[src/rtl/riscv_decoder.sv]
`default_nettype none
// ============================================================================
//  Module   : riscv_decoder
//  Purpose  : Single-stage registered RV32I instruction decoder with a
//             valid/ready handshake on both sides. Each accepted instr/pc
//             pair is decoded into ALU control, register indices, a
//             sign-extended immediate and class flags. The bundle appears
//             on out_* one cycle after acceptance.
//  Revision : 1.0 - initial release
// ----------------------------------------------------------------------------
//  Ports
//    clk             in   1   rising-edge clock
//    rst_n           in   1   asynchronous active-low reset
//    flush           in   1   drop held bundle(s) and the incoming instr
//    in_valid        in   1   instr/pc valid
//    in_ready        out  1   decoder can accept instr/pc
//    instr           in  32   RV32I instruction word
//    pc              in  32   address of instr
//    out_valid       out  1   decoded bundle valid
//    out_ready       in   1   downstream takes the bundle
//    out_alu_ctrl    out  4   ADD0 SUB1 SLL2 SLT3 SLTU4 XOR5 SRL6 SRA7 OR8 AND9
//    out_rs1/rs2/rd  out  5   register indices
//    out_imm         out 32   sign-extended immediate (0 for R-type)
//    out_alu_src_imm out  1   operand B is out_imm
//    out_reg_write   out  1   rd is written (never for rd == 0)
//    out_is_*        out  1   branch / jump / load / store class
//    out_illegal     out  1   instruction not decodable
//    out_pc          out 32   pc carried with the bundle
// ----------------------------------------------------------------------------
//  Configuration macro
//    DECODER_SKID_EN  defined : 2-entry skid buffer, in_ready is a flop
//                     undefined: single output register,
//                                in_ready = !out_valid | out_ready
// ============================================================================
module riscv_decoder (
  input  logic        clk,
  input  logic        rst_n,
  input  logic        flush,
  input  logic        in_valid,
  output logic        in_ready,
  input  logic [31:0] instr,
  input  logic [31:0] pc,
  output logic        out_valid,
  input  logic        out_ready,
  output logic [3:0]  out_alu_ctrl,
  output logic [4:0]  out_rs1,
  output logic [4:0]  out_rs2,
  output logic [4:0]  out_rd,
  output logic [31:0] out_imm,
  output logic        out_alu_src_imm,
  output logic        out_reg_write,
  output logic        out_is_branch,
  output logic        out_is_jump,
  output logic        out_is_load,
  output logic        out_is_store,
  output logic        out_illegal,
  output logic [31:0] out_pc
);

  // Opcodes
  localparam logic [6:0] OPC_OP     = 7'b0110011;
  localparam logic [6:0] OPC_OP_IMM = 7'b0010011;
  localparam logic [6:0] OPC_BRANCH = 7'b1100011;
  localparam logic [6:0] OPC_LOAD   = 7'b0000011;
  localparam logic [6:0] OPC_STORE  = 7'b0100011;
  localparam logic [6:0] OPC_JALR   = 7'b1100111;
  localparam logic [6:0] OPC_JAL    = 7'b1101111;
  localparam logic [6:0] OPC_LUI    = 7'b0110111;
  localparam logic [6:0] OPC_AUIPC  = 7'b0010111;

  localparam logic [6:0] F7_ZERO = 7'b0000000;
  localparam logic [6:0] F7_ALT  = 7'b0100000;

  // ALU operation codes
  localparam logic [3:0] ALU_ADD  = 4'd0;
  localparam logic [3:0] ALU_SUB  = 4'd1;
  localparam logic [3:0] ALU_SLL  = 4'd2;
  localparam logic [3:0] ALU_SLT  = 4'd3;
  localparam logic [3:0] ALU_SLTU = 4'd4;
  localparam logic [3:0] ALU_XOR  = 4'd5;
  localparam logic [3:0] ALU_SRL  = 4'd6;
  localparam logic [3:0] ALU_SRA  = 4'd7;
  localparam logic [3:0] ALU_OR   = 4'd8;
  localparam logic [3:0] ALU_AND  = 4'd9;

  // Bundle: alu(4) rs1(5) rs2(5) rd(5) imm(32) flags(7) pc(32)
  localparam int BUNDLE_W = 90;

  // --------------------------------------------------------------------------
  // Field extraction and immediates
  // --------------------------------------------------------------------------
  logic [6:0]  w_opcode;
  logic [2:0]  w_funct3;
  logic [6:0]  w_funct7;
  logic [4:0]  w_rd;
  logic [31:0] w_imm_i;
  logic [31:0] w_imm_s;
  logic [31:0] w_imm_b;
  logic [31:0] w_imm_u;
  logic [31:0] w_imm_j;
  logic [31:0] w_imm_sh;

  assign w_opcode = instr[6:0];
  assign w_funct3 = instr[14:12];
  assign w_funct7 = instr[31:25];
  assign w_rd     = instr[11:7];

  assign w_imm_i  = {{20{instr[31]}}, instr[31:20]};
  assign w_imm_s  = {{20{instr[31]}}, instr[31:25], instr[11:7]};
  assign w_imm_b  = {{19{instr[31]}}, instr[31], instr[7], instr[30:25],
                     instr[11:8], 1'b0};
  assign w_imm_u  = {instr[31:12], 12'b0};
  assign w_imm_j  = {{11{instr[31]}}, instr[31], instr[19:12], instr[20],
                     instr[30:21], 1'b0};
  // Shift-immediate forms carry only the shift amount.
  assign w_imm_sh = {27'b0, instr[24:20]};

  // funct3 -> ALU op for the register/immediate arithmetic groups (funct7 = 0)
  logic [3:0] w_alu_f3;
  always_comb begin
    w_alu_f3 = ALU_ADD;
    case (w_funct3)
      3'b000:  w_alu_f3 = ALU_ADD;
      3'b001:  w_alu_f3 = ALU_SLL;
      3'b010:  w_alu_f3 = ALU_SLT;
      3'b011:  w_alu_f3 = ALU_SLTU;
      3'b100:  w_alu_f3 = ALU_XOR;
      3'b101:  w_alu_f3 = ALU_SRL;
      3'b110:  w_alu_f3 = ALU_OR;
      default: w_alu_f3 = ALU_AND;
    endcase
  end

  // --------------------------------------------------------------------------
  // Main decode
  // --------------------------------------------------------------------------
  logic [3:0]  w_alu;
  logic [31:0] w_imm;
  logic        w_src_imm;
  logic        w_wr_en;
  logic        w_is_branch;
  logic        w_is_jump;
  logic        w_is_load;
  logic        w_is_store;
  logic        w_illegal;
  logic        w_reg_write;

  always_comb begin
    w_alu       = ALU_ADD;
    w_imm       = 32'b0;
    w_src_imm   = 1'b0;
    w_wr_en     = 1'b0;
    w_is_branch = 1'b0;
    w_is_jump   = 1'b0;
    w_is_load   = 1'b0;
    w_is_store  = 1'b0;
    w_illegal   = 1'b0;

    // Full 7-bit opcode match also rejects instr[1:0] != 2'b11.
    case (w_opcode)
      OPC_OP: begin
        w_wr_en = 1'b1;
        if (w_funct7 == F7_ZERO) begin
          w_alu = w_alu_f3;
        end else if (w_funct7 == F7_ALT && w_funct3 == 3'b000) begin
          w_alu = ALU_SUB;
        end else if (w_funct7 == F7_ALT && w_funct3 == 3'b101) begin
          w_alu = ALU_SRA;
        end else begin
          w_illegal = 1'b1;
        end
      end
      OPC_OP_IMM: begin
        w_wr_en   = 1'b1;
        w_src_imm = 1'b1;
        w_alu     = w_alu_f3;
        w_imm     = w_imm_i;
        if (w_funct3 == 3'b001) begin
          w_imm = w_imm_sh;
          if (w_funct7 != F7_ZERO) w_illegal = 1'b1;
        end else if (w_funct3 == 3'b101) begin
          w_imm = w_imm_sh;
          if (w_funct7 == F7_ALT)        w_alu     = ALU_SRA;
          else if (w_funct7 != F7_ZERO)  w_illegal = 1'b1;
        end
      end
      OPC_BRANCH: begin
        w_is_branch = 1'b1;
        w_imm       = w_imm_b;
        case (w_funct3)
          3'b000, 3'b001: w_alu     = ALU_SUB;
          3'b100, 3'b101: w_alu     = ALU_SLT;
          3'b110, 3'b111: w_alu     = ALU_SLTU;
          default:        w_illegal = 1'b1;
        endcase
      end
      OPC_LOAD: begin
        w_is_load = 1'b1;
        w_wr_en   = 1'b1;
        w_src_imm = 1'b1;
        w_imm     = w_imm_i;
      end
      OPC_STORE: begin
        w_is_store = 1'b1;
        w_src_imm  = 1'b1;
        w_imm      = w_imm_s;
      end
      OPC_JALR: begin
        w_is_jump = 1'b1;
        w_wr_en   = 1'b1;
        w_src_imm = 1'b1;
        w_imm     = w_imm_i;
      end
      OPC_JAL: begin
        w_is_jump = 1'b1;
        w_wr_en   = 1'b1;
        w_src_imm = 1'b1;
        w_imm     = w_imm_j;
      end
      OPC_LUI, OPC_AUIPC: begin
        w_wr_en   = 1'b1;
        w_src_imm = 1'b1;
        w_imm     = w_imm_u;
      end
      default: w_illegal = 1'b1;
    endcase

    // An illegal bundle carries no side effects, only the register fields/pc.
    if (w_illegal) begin
      w_alu       = ALU_ADD;
      w_imm       = 32'b0;
      w_src_imm   = 1'b0;
      w_wr_en     = 1'b0;
      w_is_branch = 1'b0;
      w_is_jump   = 1'b0;
      w_is_load   = 1'b0;
      w_is_store  = 1'b0;
    end
  end

  assign w_reg_write = w_wr_en & (w_rd != 5'd0);

  logic [BUNDLE_W-1:0] w_dec_bundle;
  assign w_dec_bundle = {w_alu, instr[19:15], instr[24:20], w_rd, w_imm,
                         w_src_imm, w_reg_write, w_is_branch, w_is_jump,
                         w_is_load, w_is_store, w_illegal, pc};

  // --------------------------------------------------------------------------
  // Output stage
  // --------------------------------------------------------------------------
  logic [BUNDLE_W-1:0] out_bundle_q;
  logic [BUNDLE_W-1:0] out_bundle_d;
  logic                out_valid_q;
  logic                out_valid_d;
  logic                w_accept;

`ifdef DECODER_SKID_EN
  // Second entry absorbs the instruction accepted in the cycle the output
  // stalls, so in_ready can come from a flop (empty skid entry).
  logic [BUNDLE_W-1:0] skid_bundle_q;
  logic [BUNDLE_W-1:0] skid_bundle_d;
  logic                skid_valid_q;
  logic                skid_valid_d;
  logic                in_ready_q;
  logic                w_out_free;

  assign w_accept   = in_valid & in_ready_q & ~flush;
  assign w_out_free = ~out_valid_q | out_ready;

  always_comb begin
    out_bundle_d  = out_bundle_q;
    out_valid_d   = out_valid_q;
    skid_bundle_d = skid_bundle_q;
    skid_valid_d  = skid_valid_q;
    if (flush) begin
      out_valid_d  = 1'b0;
      skid_valid_d = 1'b0;
    end else begin
      if (w_out_free) begin
        if (skid_valid_q) begin
          out_bundle_d = skid_bundle_q;
          out_valid_d  = 1'b1;
          skid_valid_d = 1'b0;
        end else if (w_accept) begin
          out_bundle_d = w_dec_bundle;
          out_valid_d  = 1'b1;
        end else begin
          out_valid_d  = 1'b0;
        end
      end
      // Accept is only possible with the skid entry empty.
      if (w_accept && !w_out_free) begin
        skid_bundle_d = w_dec_bundle;
        skid_valid_d  = 1'b1;
      end
    end
  end

  always_ff @(posedge clk or negedge rst_n) begin
    if (!rst_n) begin
      skid_bundle_q <= '0;
      skid_valid_q  <= 1'b0;
      in_ready_q    <= 1'b1;
    end else begin
      skid_bundle_q <= skid_bundle_d;
      skid_valid_q  <= skid_valid_d;
      in_ready_q    <= ~skid_valid_d;
    end
  end

  assign in_ready = in_ready_q;
`else
  logic w_in_ready;

  assign w_in_ready = ~out_valid_q | out_ready;
  assign w_accept   = in_valid & w_in_ready & ~flush;

  always_comb begin
    out_bundle_d = out_bundle_q;
    out_valid_d  = out_valid_q;
    if (flush) begin
      out_valid_d = 1'b0;
    end else if (w_accept) begin
      out_bundle_d = w_dec_bundle;
      out_valid_d  = 1'b1;
    end else if (out_ready) begin
      out_valid_d = 1'b0;
    end
  end

  assign in_ready = w_in_ready;
`endif

  always_ff @(posedge clk or negedge rst_n) begin
    if (!rst_n) begin
      out_bundle_q <= '0;
      out_valid_q  <= 1'b0;
    end else begin
      out_bundle_q <= out_bundle_d;
      out_valid_q  <= out_valid_d;
    end
  end

  assign out_valid = out_valid_q;
  assign {out_alu_ctrl, out_rs1, out_rs2, out_rd, out_imm, out_alu_src_imm,
          out_reg_write, out_is_branch, out_is_jump, out_is_load,
          out_is_store, out_illegal, out_pc} = out_bundle_q;

endmodule
`default_nettype wire

[config.mk]
export PLATFORM = sky130hd
export DESIGN_NAME = riscv_decoder
export DESIGN_NICKNAME = d
export VERILOG_FILES = /design/src/rtl/riscv_decoder.sv
export SDC_FILE = /design/constraint.sdc
export NUM_CORES = 1
export LEC_CHECK = 0
export ABC_AREA = 1
export CORE_ASPECT_RATIO = 1.2
export CORE_UTILIZATION = 26
export CTS_CLUSTER_SIZE = 30
export DETAILED_ROUTE_END_ITERATION = 12
export PLACE_DENSITY = 0.57
export SYNTH_ARGS = -nofsm -noshare
export SYNTH_HDL_FRONTEND = slang
export SYNTH_SLANG_ARGS = --single-unit
[constraint.sdc]
create_clock -name clk -period 2.45 [get_ports clk]
set_clock_uncertainty 0.1 [all_clocks]
set_input_delay 0.3675 -clock clk [delete_from_list [all_inputs] [get_ports clk]]
set_output_delay 0.3675 -clock clk [all_outputs]
set_load 0.01 [all_outputs]
-- Word-level counts from Yosys, hierarchy flattened
Cells that the tools add are included.
- bitwise gates (word level): 6
- muxes and demuxes: 38
- reduce and logical (&&, ||, !) cells: 18
- equality and inequality tests: 17
- operators with widths (operator ; number):
    case mux 32 bit (6 select lines) ; 1
    two-way mux 32 bit ; 3
    == test 7 x 6 -> 1 bit (second input constant) ; 4
    case mux 4 bit (7 select lines) ; 1
    two-way mux 1 bit ; 23
    == test 7 bit (second input constant) ; 3
    two-way mux 4 bit ; 5
    == test 7 x 5 -> 1 bit (second input constant) ; 2
    OR reduction 7 bit ; 2
    == test 3 bit (second input constant) ; 4
    case mux 4 bit (3 select lines) ; 1
    OR reduction 2 bit ; 6
    OR reduction 6 bit ; 2
    case mux 3 bit (3 select lines) ; 1
    == test 7 x 2 -> 1 bit (second input constant) ; 1
    logical NOT 7 bit ; 1
    nonzero test 7 bit ; 1
    == test 3 x 2 -> 1 bit (second input constant) ; 2
    two-way mux 3 bit ; 2
    nonzero test 5 bit ; 1
    case mux 1 bit (4 select lines) ; 1
    bitwise AND 1 bit ; 3
    == test 3 x 1 -> 1 bit (second input constant) ; 1
    logical NOT 3 bit ; 1
    5 further kinds ; 7
- word-level logic and storage cells: 81
- flip-flop bits (word level): 91
- input port bits: 69

-- Longest topological paths before layout
- word-level depth: 8
- depth in mapped cells: 12
- mapped depth without buffers: 11

-- Least setup slack after synthesis
No wires, ideal clock.
- path type: input -> register
- from: in instr[3]
- to: reg out_bundle_q[51]
- data arrival time: 1397 ps
- slack: 836 ps
- stages on the path: 12
- data required time: 2233 ps
- cells stage by stage: inv_1 nand2_1 nor2_4 nand3_2 clkinv_1 nand3_2 nand3_2 nor2_4 buf_6 buf_12 nand3_2 nand2_1
- cells in the longest elaborated chain, start to end: 4
- elaborated cells between the ends (all ways): 15
- those cells by class: eq/ne (9); mux (3); reduce/logical (3)
- ends and longest elaborated chain (what ; line ; text):
    from (decl) ; 41 ; input logic [31:0] instr,
    == test 7 x 6 -> 1 bit, or another cell as far along ; 160 ; case (w_opcode)
    OR reduction 6 bit (no line) / OR reduction 2 bit (equally long branches) ; - ;
    case mux 1 bit (4 select lines) / case mux 32 bit (6 select lines) (equally long branches) ; 160 ;
    two-way mux 32 bit * ; 229 ; if (w_illegal) begin
    to (signal assigned) ; 339 ; out_bundle_q <= out_bundle_d;
    to (decl) ; 251 ; logic [BUNDLE_W-1:0] out_bundle_q;
Mark *: on every way between the ends. The rest lies on a longest branch, timed or not.
A chain may end at the register's enable or synchronous reset.

-- Worst setup path after layout
- from: in instr[31]
- to: reg out_bundle_q[32]
- cells in the longest elaborated chain, start to end: 6
- elaborated cells between the ends (all ways): 13
- those cells by class: eq/ne (1); mux (8); reduce/logical (4)
- ends and longest elaborated chain (what ; line):
    nonzero test 7 bit / == test 7 x 6 -> 1 bit (equally long branches) ; -
    two-way mux 1 bit / logical AND 1 bit (equally long branches) ; 180, 184, 167
    two-way mux 1 bit, on equally long branches ; 183, 167
    two-way mux 1 bit, on equally long branches ; 181, 165
    two-way mux 1 bit, on equally long branches ; 178, 163
    case mux 1 bit (4 select lines) * ; 160
Marked as above.

==> impl_results.md <==
* Pin count of the biggest net entering global routing at 47
* Max-slew headroom at the worst pin at 0.7374
* Required arrival time at the worst endpoint at 2.56 ns
* Growth of design area from synthesis to finish at 48.78%
* Highest-count cells in the layout ignoring fill and taps: sky130_fd_sc_hd__nand2_1, sky130_fd_sc_hd__clkdlybuf4s50_1, sky130_fd_sc_hd__dfrtp_1
* Count of max-cap constraint violations at 0
* Number of flip-flops and latches in the synthesized netlist at 91
* Number of buffers inserted for hold repair after clock tree synthesis at 1
* Number of CTS-inserted buffers at 9
* Library cell used as clock root buffer: sky130_fd_sc_hd__clkbuf_16
* Element type at the critical path end: flip-flop
* Final count of hold timing violations at 0
* Sequential-to-total area share from yosys stat at 0.5010
* Critical Path Fanout Max at 16
* Setup Crit Path Kind: in -> reg
* Leak at 3.359 nW
* Starting density of the core at 0.2677
* Overall Power at 3.831 mW
* Die Outline Area at 18,020 um^2
* Routability-driven placement congestion ratio at 0.8743
* Clk network pwr share at 0.363
* Setup repair after global routing missed its margin: false
* CP max stage delay at 0.54 ns
* Die Width at 122.7 um
* Synthesis warning total at 0
* Most frequent standard cell in the layout excluding fill and tap cells: sky130_fd_sc_hd__nand2_1
* Critical path launch point type: input pin
* Synth unique cells at 27
* Share of power burned in combinational logic at 0.196
* Residual overflow from global routing at 0
* Max H-tree Level at 3
* # setup viols final at 0
* Internal cell power at 2.814 mW
* Setup repair bufs after CTS at 0
* Clock net sink count at 91
* Final standard cell area without fillers at 6763 um^2
* Site Rows at 52
* Switching power total at 1.017 mW
* Post-route core utilization at 0.3982
* Highest attainable clock frequency at 0.4974 GHz
* Nets@finish at 813
* # IOs at 161
* Critical-path cell with the highest stage delay: sky130_fd_sc_hd__clkdlybuf4s50_1
* Detailed placement HPWL at 10.38 mm
* Summed negative setup slack over all endpoints at 0 ns
* CTS tree: yes
* Number of detailed-route iterations in the first pass at 4
* Ordered list of cells on the worst path: clkdlybuf4s50_1 -> nor2_2 -> nand2_1 -> nor2_4 -> nor2_2 -> nand3_1 -> nand3_2 -> nor2_4 -> buf_4 -> o21ai_0
* Iteration-0 DRC Markers at 185
* Post-synthesis area per instance at 7.810 um^2
* Kind of cell adding the most delay to the critical path: simple AND/OR/NAND/NOR gates
* Global-route usage over all layers at 0.1610
* Clock transition at the registers of the reported paths at 0.06 ns
* Routed via count at 4,273
* Area of the mapped netlist at 4546 um^2
* Slew @ Worst Pin at 0.3924 ns
* Antenna diode count at 0
* Final instance count without filler cells at 965
* Peak ir drop on the vdd network at 0.3286 mV
* Area of the core at 16,980 um^2
* DRC viols at 0
* Worst-case clock buffer depth at 2
* Cell count after synthesis at 582
* Power density cells at 566.5 nW/um^2
* Classification of the worst-slack hold path: in -> async
* Number of global-route vias before repair at 4,267
* Later-pin clock latency in the skew report at 0.35 ns
* Number of resized instances in the post-cts repair step at 0
* Min Tclk post-route at 2.010 ns
* Relative contribution of sequential cells to total power at 0.441
* Post-DR wirelength/cell at 14.69 um
* Sequential Area at 2277 um^2
* Area after DPL at 6465 um^2
* Placed Cells incl. Taps at 948
* CP arrival at 2.12 ns
* Area of the multi-input gates at 1973 um^2
* First-pass GRT wire length at 22.05 mm
* Drt total wl at 14.18 mm
* Tcrit/Tclk final at 0.8205
* Initial antenna violation count at 0
* Number of max-slew violations in the final report at 0
* DR vias/cell at 4.428
* Number of buffer and inverter stages on the critical path at 2
* IO buf count at 160
* # fillers at 1,750
* Share of final-layout standard cells stronger than drive strength 1 at 0.1108
* Switching fraction of total power at 0.2654
* Die height at 146.8 um
* Total nets after synthesis at 651
* Post-detailed-route count of antenna-violating nets at 0
* Outcome: completed
-- registers in the layout, summed over array words and instances (netlist names) --
| name | cells |
|---|---|
| out_bundle_q | 90 |
| out_valid | 1 |
-- metal layers --
metal | vias to the layer above | global-route usage | wire length, um
met5 | - | 0 | 0
met4 | 0 | 0.07134 | 286
met3 | 21 | 0.04425 | 1073
met2 | 135 | 0.2615 | 6545
met1 | 1972 | 0.1969 | 6273
li1 | 2145 | - | -
-- per-stage QoR --
stage               hold WS [ns]  setup WS, ns
floorplan               -0.02809        0.8363
global placement          0.1540       0.09300
detailed placement        0.1534       0.07186
CTS                       0.3229        0.4354
global route              0.3362        0.2680
finish                    0.3296        0.4397
-- layout make-up --
class,count,area share
Clock buffer,12,0.03497
Inverter,33,0.01850
Tap cell,216,0.03996
Sequential cell,91,0.3367
Multi-Input combinational cell,427,0.2918
Timing Repair Buffer,182,0.2705
Clock inverter,4,0.007586
-- kinds of logic (layout without fill, tap and decap cells) --
family	Yosys count	in the layout	share of synthesized area
and+or+nand+nor	390	390	0.3906
buffers and inverters	64	231	0.06606
AOI/OAI and AO/OA	37	37	0.04239
DFF	91	91	0.5010
-- synthesized netlist by cell type (all sizes together) --
library cell	instances	area, um^2
inv	32	120.1
o211ai	1	7.510
nand3b	11	82.58
clkinv	1	3.750
nor3	5	30.03
nor2	35	171.4
nand3	59	415.4
dfrtp	91	2277
clkbuf	11	41.29
nand4	1	6.260
o21ai	28	140.1
a21oi	4	20.02
nand2	279	1070
o22ai	4	25.02
buf	20	135.1
-- power by group through the flow --
stage          registers, mW  clock network (mW)  logic (mW)
2_1_floorplan           1.77                   0       0.218
3_3_place_gp            1.71                   0       0.760
3_5_place_dp            1.72                   0       0.760
4_1_cts                 1.69                1.44       0.764
5_1_grt                 1.70                1.49       0.826
6_report                1.69                1.39       0.750
-- worst paths after layout --
kind	start	endpoint	slack [ns]	cells past startpoint
setup reg to reg	out_valid$_DFFE_PN0P_	out_bundle_q[32]$_DFFE_PN0P_	0.78	7
min in group clk	out_bundle_q[9]$_DFFE_PN0P_	out_bundle_q[9]$_DFFE_PN0P_	0.37	2
hold reg to reg	out_bundle_q[9]$_DFFE_PN0P_	out_bundle_q[9]$_DFFE_PN0P_	0.37	2
hold / removal	rst_n	out_bundle_q[27]$_DFFE_PN0P_	0.33	2
max in group asynchronous	rst_n	out_bundle_q[64]$_DFFE_PN0P_	1.27	3
setup / recovery	instr[31]	out_bundle_q[32]$_DFFE_PN0P_	0.44	10
(Power assumes the default switching activity.)
